**config.mk**
```make
export PLATFORM = sky130hd
export DESIGN_NAME = vga_rx_monitor
export DESIGN_NICKNAME = d
export VERILOG_FILES = /design/src/rtl/vga_rx_monitor.sv
export SDC_FILE = /design/constraint.sdc
export NUM_CORES = 1
export LEC_CHECK = 0
export ABC_AREA = 1
export CAP_MARGIN = 10
export CORE_ASPECT_RATIO = 0.9
export CORE_UTILIZATION = 52
export DETAILED_ROUTE_END_ITERATION = 8
export GPL_TIMING_DRIVEN = 0
export PLACE_DENSITY = 0.75
export SLEW_MARGIN = 25
export SYNTH_ARGS = -nofsm -noshare
export SYNTH_HDL_FRONTEND = slang
export SYNTH_SLANG_ARGS = --single-unit
export TNS_END_PERCENT = 100
```
**constraint.sdc**
```tcl
create_clock -name clk -period 2 [get_ports clk]
set_clock_uncertainty 0.1 [all_clocks]
set_input_delay 0.2 -clock clk [delete_from_list [all_inputs] [get_ports clk]]
set_output_delay 0.2 -clock clk [all_outputs]
set_load 0.01 [all_outputs]
```
**src/rtl/vga_rx_monitor.sv**
```systemverilog
// rtl/vga_rx_monitor.sv - recovers pixel position and timing lock from a TinyVGA PMOD bus
//
// Ports:
//   clk, rst_n          pixel clock, asynchronous active-low reset
//   vga_in[7:0]         {hsync, B0, G0, R0, vsync, B1, G1, R1}, syncs active-low
//   rx_x, rx_y          position of the output pixel (0 unless locked)
//   rx_r, rx_g, rx_b    colour of the output pixel (0 outside the visible area)
//   rx_active           output pixel is visible and timing is locked
//   locked              timing verified and still consistent
//   frame_start         one-cycle pulse on output pixel (0,0) while locked
//   sync_err            one-cycle pulse on any timing violation
//   err_count           saturating count of sync_err pulses
//   lit_count           non-black visible pixels of the last complete locked frame

module vga_rx_monitor #(
    parameter int H_DISPLAY = 640,
    parameter int H_FRONT   = 16,
    parameter int H_SYNC    = 96,
    parameter int H_BACK    = 48,
    parameter int V_DISPLAY = 480,
    parameter int V_FRONT   = 10,
    parameter int V_SYNC    = 2,
    parameter int V_BACK    = 33
) (
    input  logic        clk,
    input  logic        rst_n,
    input  logic [7:0]  vga_in,
    output logic [9:0]  rx_x,
    output logic [9:0]  rx_y,
    output logic [1:0]  rx_r,
    output logic [1:0]  rx_g,
    output logic [1:0]  rx_b,
    output logic        rx_active,
    output logic        locked,
    output logic        frame_start,
    output logic        sync_err,
    output logic [7:0]  err_count,
    output logic [18:0] lit_count
);

    localparam int H_TOTAL = H_DISPLAY + H_FRONT + H_SYNC + H_BACK;
    localparam int V_TOTAL = V_DISPLAY + V_FRONT + V_SYNC + V_BACK;

    localparam logic [9:0] H_VIS   = 10'(H_DISPLAY);
    localparam logic [9:0] V_VIS   = 10'(V_DISPLAY);
    localparam logic [9:0] HS_FALL = 10'(H_DISPLAY + H_FRONT);
    localparam logic [9:0] HS_RISE = 10'(H_DISPLAY + H_FRONT + H_SYNC);
    localparam logic [9:0] VS_FALL = 10'(V_DISPLAY + V_FRONT);
    localparam logic [9:0] VS_RISE = 10'(V_DISPLAY + V_FRONT + V_SYNC);
    localparam logic [9:0] H_LAST  = 10'(H_TOTAL - 1);
    localparam logic [9:0] V_LAST  = 10'(V_TOTAL - 1);
    localparam logic [9:0] LOS_MAX = 10'd1023;

    typedef enum logic [1:0] {
        SEEK_H = 2'd0,
        SEEK_V = 2'd1,
        VERIFY = 2'd2,
        LOCKED = 2'd3
    } state_t;

    state_t      state, state_next;
    logic [7:0]  s1;
    logic        d_hs, d_vs;
    logic [9:0]  hcnt, vcnt, hcnt_next, vcnt_next;
    logic [9:0]  los_cnt;
    logic [18:0] acc;

    logic hs1, vs1;
    logic hs_fall, hs_rise, vs_fall, vs_rise;
    logic los_err, h_err, v_err, err;
    logic pix_on, lit_px;

    assign hs1     = s1[7];
    assign vs1     = s1[3];
    assign hs_fall = d_hs & ~hs1;
    assign hs_rise = ~d_hs & hs1;
    assign vs_fall = d_vs & ~vs1;
    assign vs_rise = ~d_vs & vs1;

    // hcnt/vcnt always describe the pixel currently held in stage 1.
    always_comb begin
        state_next = state;
        hcnt_next  = (hcnt == H_LAST) ? 10'd0 : hcnt + 10'd1;
        vcnt_next  = vcnt;
        if (hcnt == H_LAST) begin
            vcnt_next = (vcnt == V_LAST) ? 10'd0 : vcnt + 10'd1;
        end

        los_err = (los_cnt == LOS_MAX) && !hs_fall;
        h_err   = 1'b0;
        v_err   = 1'b0;

        if (state != SEEK_H) begin
            h_err = (hs_fall && hcnt != HS_FALL) || (hs_rise && hcnt != HS_RISE);
        end
        if (state == SEEK_V) begin
            // vcnt is not yet established here, so only the line phase of the
            // vsync fall can be judged and a vsync rise carries no information.
            v_err = vs_fall && hcnt != 10'd0;
        end else if (state != SEEK_H) begin
            v_err = (vs_fall && (vcnt != VS_FALL || hcnt != 10'd0)) ||
                    (vs_rise && (vcnt != VS_RISE || hcnt != 10'd0));
        end
        err = los_err || h_err || v_err;

        if (state == SEEK_H && hs_fall) begin
            hcnt_next = HS_FALL + 10'd1;
        end
        if (state == SEEK_V && vs_fall) begin
            vcnt_next = VS_FALL;
        end

        if (err) begin
            state_next = SEEK_H;
        end else begin
            case (state)
                SEEK_H:  if (hs_fall) state_next = SEEK_V;
                SEEK_V:  if (vs_fall) state_next = VERIFY;
                VERIFY:  if (vs_fall) state_next = LOCKED;
                default: state_next = LOCKED;
            endcase
        end

        pix_on = (state == LOCKED) && (hcnt < H_VIS) && (vcnt < V_VIS);
        lit_px = pix_on && ((s1[6:4] != 3'd0) || (s1[2:0] != 3'd0));
    end

    always_ff @(posedge clk or negedge rst_n) begin
        if (!rst_n) begin
            state       <= SEEK_H;
            s1          <= 8'h88;
            d_hs        <= 1'b1;
            d_vs        <= 1'b1;
            hcnt        <= 10'd0;
            vcnt        <= 10'd0;
            los_cnt     <= 10'd0;
            acc         <= 19'd0;
            rx_x        <= 10'd0;
            rx_y        <= 10'd0;
            rx_r        <= 2'd0;
            rx_g        <= 2'd0;
            rx_b        <= 2'd0;
            rx_active   <= 1'b0;
            locked      <= 1'b0;
            frame_start <= 1'b0;
            sync_err    <= 1'b0;
            err_count   <= 8'd0;
            lit_count   <= 19'd0;
        end else begin
            state <= state_next;
            s1    <= vga_in;
            d_hs  <= hs1;
            d_vs  <= vs1;
            hcnt  <= hcnt_next;
            vcnt  <= vcnt_next;

            // Restarting on a timeout gives one loss-of-signal error per window.
            if (hs_fall || los_err) begin
                los_cnt <= 10'd0;
            end else begin
                los_cnt <= los_cnt + 10'd1;
            end

            if (state_next == SEEK_H) begin
                acc <= 19'd0;
            end else if (state == LOCKED && vs_fall) begin
                lit_count <= acc;
                acc       <= 19'd0;
            end else if (lit_px) begin
                acc <= acc + 19'd1;
            end

            rx_x        <= (state == LOCKED) ? hcnt : 10'd0;
            rx_y        <= (state == LOCKED) ? vcnt : 10'd0;
            rx_r        <= pix_on ? {s1[0], s1[4]} : 2'd0;
            rx_g        <= pix_on ? {s1[1], s1[5]} : 2'd0;
            rx_b        <= pix_on ? {s1[2], s1[6]} : 2'd0;
            rx_active   <= pix_on;
            locked      <= (state_next == LOCKED);
            frame_start <= (state == LOCKED) && (hcnt == 10'd0) && (vcnt == 10'd0);
            sync_err    <= err;
            if (err && err_count != 8'hFF) begin
                err_count <= err_count + 8'd1;
            end
        end
    end

endmodule

```
==> flow_summary.yaml <==
clock_tree:
  cts_num_sinks: 118
  cts_max_level: 4
  cts_tree: "done"
  cts_made_buffers: 17
  clock_tree.buffer_depth: 2
  clk_pin_slew_ns: 0.05
  clk_latency_ns: 0.41
  clock-root-buffer: "clkbuf_16"
flow_run:
  maxCapViolCount: 0
die:
  io_pins: 67
  die_w_um: 113
  die_area_um2: 11400
  coreArea_um2: 10500
  rows: 35
  die_h_um: 101
  initial_core_util_pct: 54.6
critical_path:
  worstSetupPathType: "reg -> reg"
  critPathMaxStageDelay_ns: 0.46
  end_kind: "register"
  cp.arrival_ns: 2.22
  crit_buf_inv: 1
  cp_cell_sequence: "nor2_4 > nand3_1 > nor2_2 > nand2_1 > nand2_1 > nand3_2 > nor2_8 > o21ai_4 > clkbuf_16 > nor2_4"
  path_delay_family: "simple AND/OR/NAND/NOR gates"
  rr_worst_depth: 10
  r2r-start: "hcnt[6]"
  r2r-end: "acc[17]"
  slowest_stage: "dfrtp_2"
  required_ns: 2.25
  crit_path_start_kind: "register"
  ff2ff_setup_slack_ns: 0.02
  crit_path_max_fanout: 6
place:
  hpwl_um: 8790
  placement.io_buffers: 66
  globalplace.congestion: 0.875
  dp_cells: 884
timing:
  maxSlewHeadroom_pct: 65.3
  fmax_mhz: 506
  period_needed_ns: 1.98
  setup_viol: 0
  final_max_slew_viol_count: 0
  worst_pin_slew_ns: 0.517
  finalCritPeriodShare_pct: 98.8
  rsz0062_at_grt: "yes"
  finalHoldViolCount: 0
worst_hold_path:
  min_to: "s1[3]"
  worst_hold_path_type: "in -> reg"
  holdPathStages: 1
  min_from: "vga_in[3]"
yosys:
  synth_seq_cells: 118
  netlist_top_cells_area: "dfrtp_1 (50%), nand2_1 (10%), nor2_1 (6.8%)"
  synth_cell_types: 40
  synth_top_area_share_pct: 49.9
  synth_top_area_cell: "dfrtp_1"
  yosysSeqAreaShare_pct: 51.7
  avgSynthCellArea_um2: 8.31
  syn_nets: 706
  synthCells: 688
  netlist_area_um2: 5720
  yosys_warnings: 0
global_route:
  use_met3_pct: 5.27
  use_met2_pct: 38.7
  grt_max_degree: 70
  grt_pass1_vias: 4634
  grt_util_met1_pct: 33.7
  grt_pass1_wl_um: 21800
  track_usage_pct: 24.7
  grt.busiest_layer: "met2"
  grt-ovfl-total: 0
  antenna_found_initial: 0
power:
  leakage_uw: 0.00355
  ir_drop_v: 0.000595
  power.density_nw_per_um2: 1040
  total_power_uw: 7860
finish:
  area_growth_pct: 32.1
  fillers: 783
  layout.cells.non_filler: 937
  diodes: 0
  fin_nets: 813
  layout_commonest_cell: "nand2_1"
  drive_above_1_share_pct: 17.9
  layout_common_cells: "nand2_1 (146), dfrtp_1 (111), nor2_1 (86)"
routing:
  drt-initial-drc-count: 411
  vias: 4949
  drc: 0
  vias_per_cell: 5.28
  wl_um: 13500
  wl_per_cell_um: 14.4
  ant_nets: 0
  dr.pass1.iters: 5
outcome:
  status: "completed"
==> final cells by class <==
cell class                 instances  area (µm²)  share of cell area, %
buffer                            10        87.6                   1.16
clock buffer                      24         502                   6.64
clock inverter                     8         119                   1.57
inverter                          92         348                   4.60
multi-input combinational        468        2490                   33.0
sequential                       118        2960                   39.2
tap                              129         161                   2.14
timing repair buffer              88         885                   11.7
==> timing repair <==
action,4_1_cts,5_1_grt
buffers inserted,4,14
gates resized for setup,14,44
cloned,0,2
pin swaps,4,8
hold buffers,1,0
endpoints found under the hold margin,49,0
endpoints found under the setup margin,45,59
==> power by group <==
group | internal (µW) | switching [µW] | leakage, µW
logic | 775 | 1080 | 0.00168
registers | 2640 | 223 | 0.00156
clock network | 2120 | 1020 | 0.000310
total | 5530 | 2330 | 0.00355
==> cell families (layout without fill, tap and decap cells) <==
| kind of cell | Yosys count | count (layout) | share of synthesized area [%] |
|---|---|---|---|
| simple gates | 393 | 393 | 31.8 |
| flops | 118 | 118 | 51.7 |
| buf+inv | 102 | 222 | 7.35 |
| compound gates | 53 | 53 | 5.21 |
| xor+xnor | 14 | 14 | 2.14 |
| fa+ha+maj | 8 | 8 | 1.75 |
==> flip-flops by register name, summed over array words and instances, names as in the netlist <==
name         count
rx_y            10
rx_x            10
err_count        8
rx_r             2
rx_g             2
sync_err         1
s1               8
vcnt            10
rx_b             2
lit_count       19
locked           1
frame_start      1
hcnt            10
state            2
los_cnt         10
rx_active        1
d_hs             1
acc             19
d_vs             1
==> cells in the mapped netlist, drive strengths merged <==
cell type and instances:
a21o 1, a21oi 17, a22oi 1, a31oi 2, buf 8, clkbuf 2
dfrtp 114, dfstp 4, ha 8, inv 92, nand2 167, nand3 65
nand3b 3, nand4 11, nor2 120, nor3 18, nor3b 6, nor4 2
o211ai 2, o21ai 27, o221ai 1, o31ai 2, or2 1, xnor2 3
xor2 11
==> stage by stage <==
stage          instance area [µm²]  TNS, ns  utilization, %  setup WS (ns)  hold WS [ns]
2_1_floorplan                 5720        0               -          0.161        -0.196
3_3_place_gp                  6540  -435.13            62.5          -3.74         0.256
4_1_cts                       7280        0            69.6         0.0140        0.0803
6_report                      7560        0            72.2         0.0242        0.0889
3_5_place_dp                  6570    -2.52            62.8         -0.134        0.0718
5_1_grt                       7560    -1.84            72.2        -0.0820        0.0864
==> layer usage <==
metal  wire length (µm)  part of all wire, %
met4                207                  1.5
met5                  0                    0
met3                782                  5.8
met1               6120                   45
met2               6380                   47
==> worst max path at each step <==
stage             from  depth (start not counted)  slack (ns)            end
3_5_place_dp    acc[0]                         12       -0.13        acc[16]
2_1_floorplan    s1[3]                         12        0.16  lit_count[10]
5_1_grt         acc[0]                          9       -0.08        acc[13]
4_1_cts        hcnt[0]                         12        0.01   err_count[6]
3_3_place_gp     rst_n                          1       -3.74         acc[2]
6_report       hcnt[6]                         10        0.02        acc[17]
No activity file was read; power rests on OpenSTA's default activity.
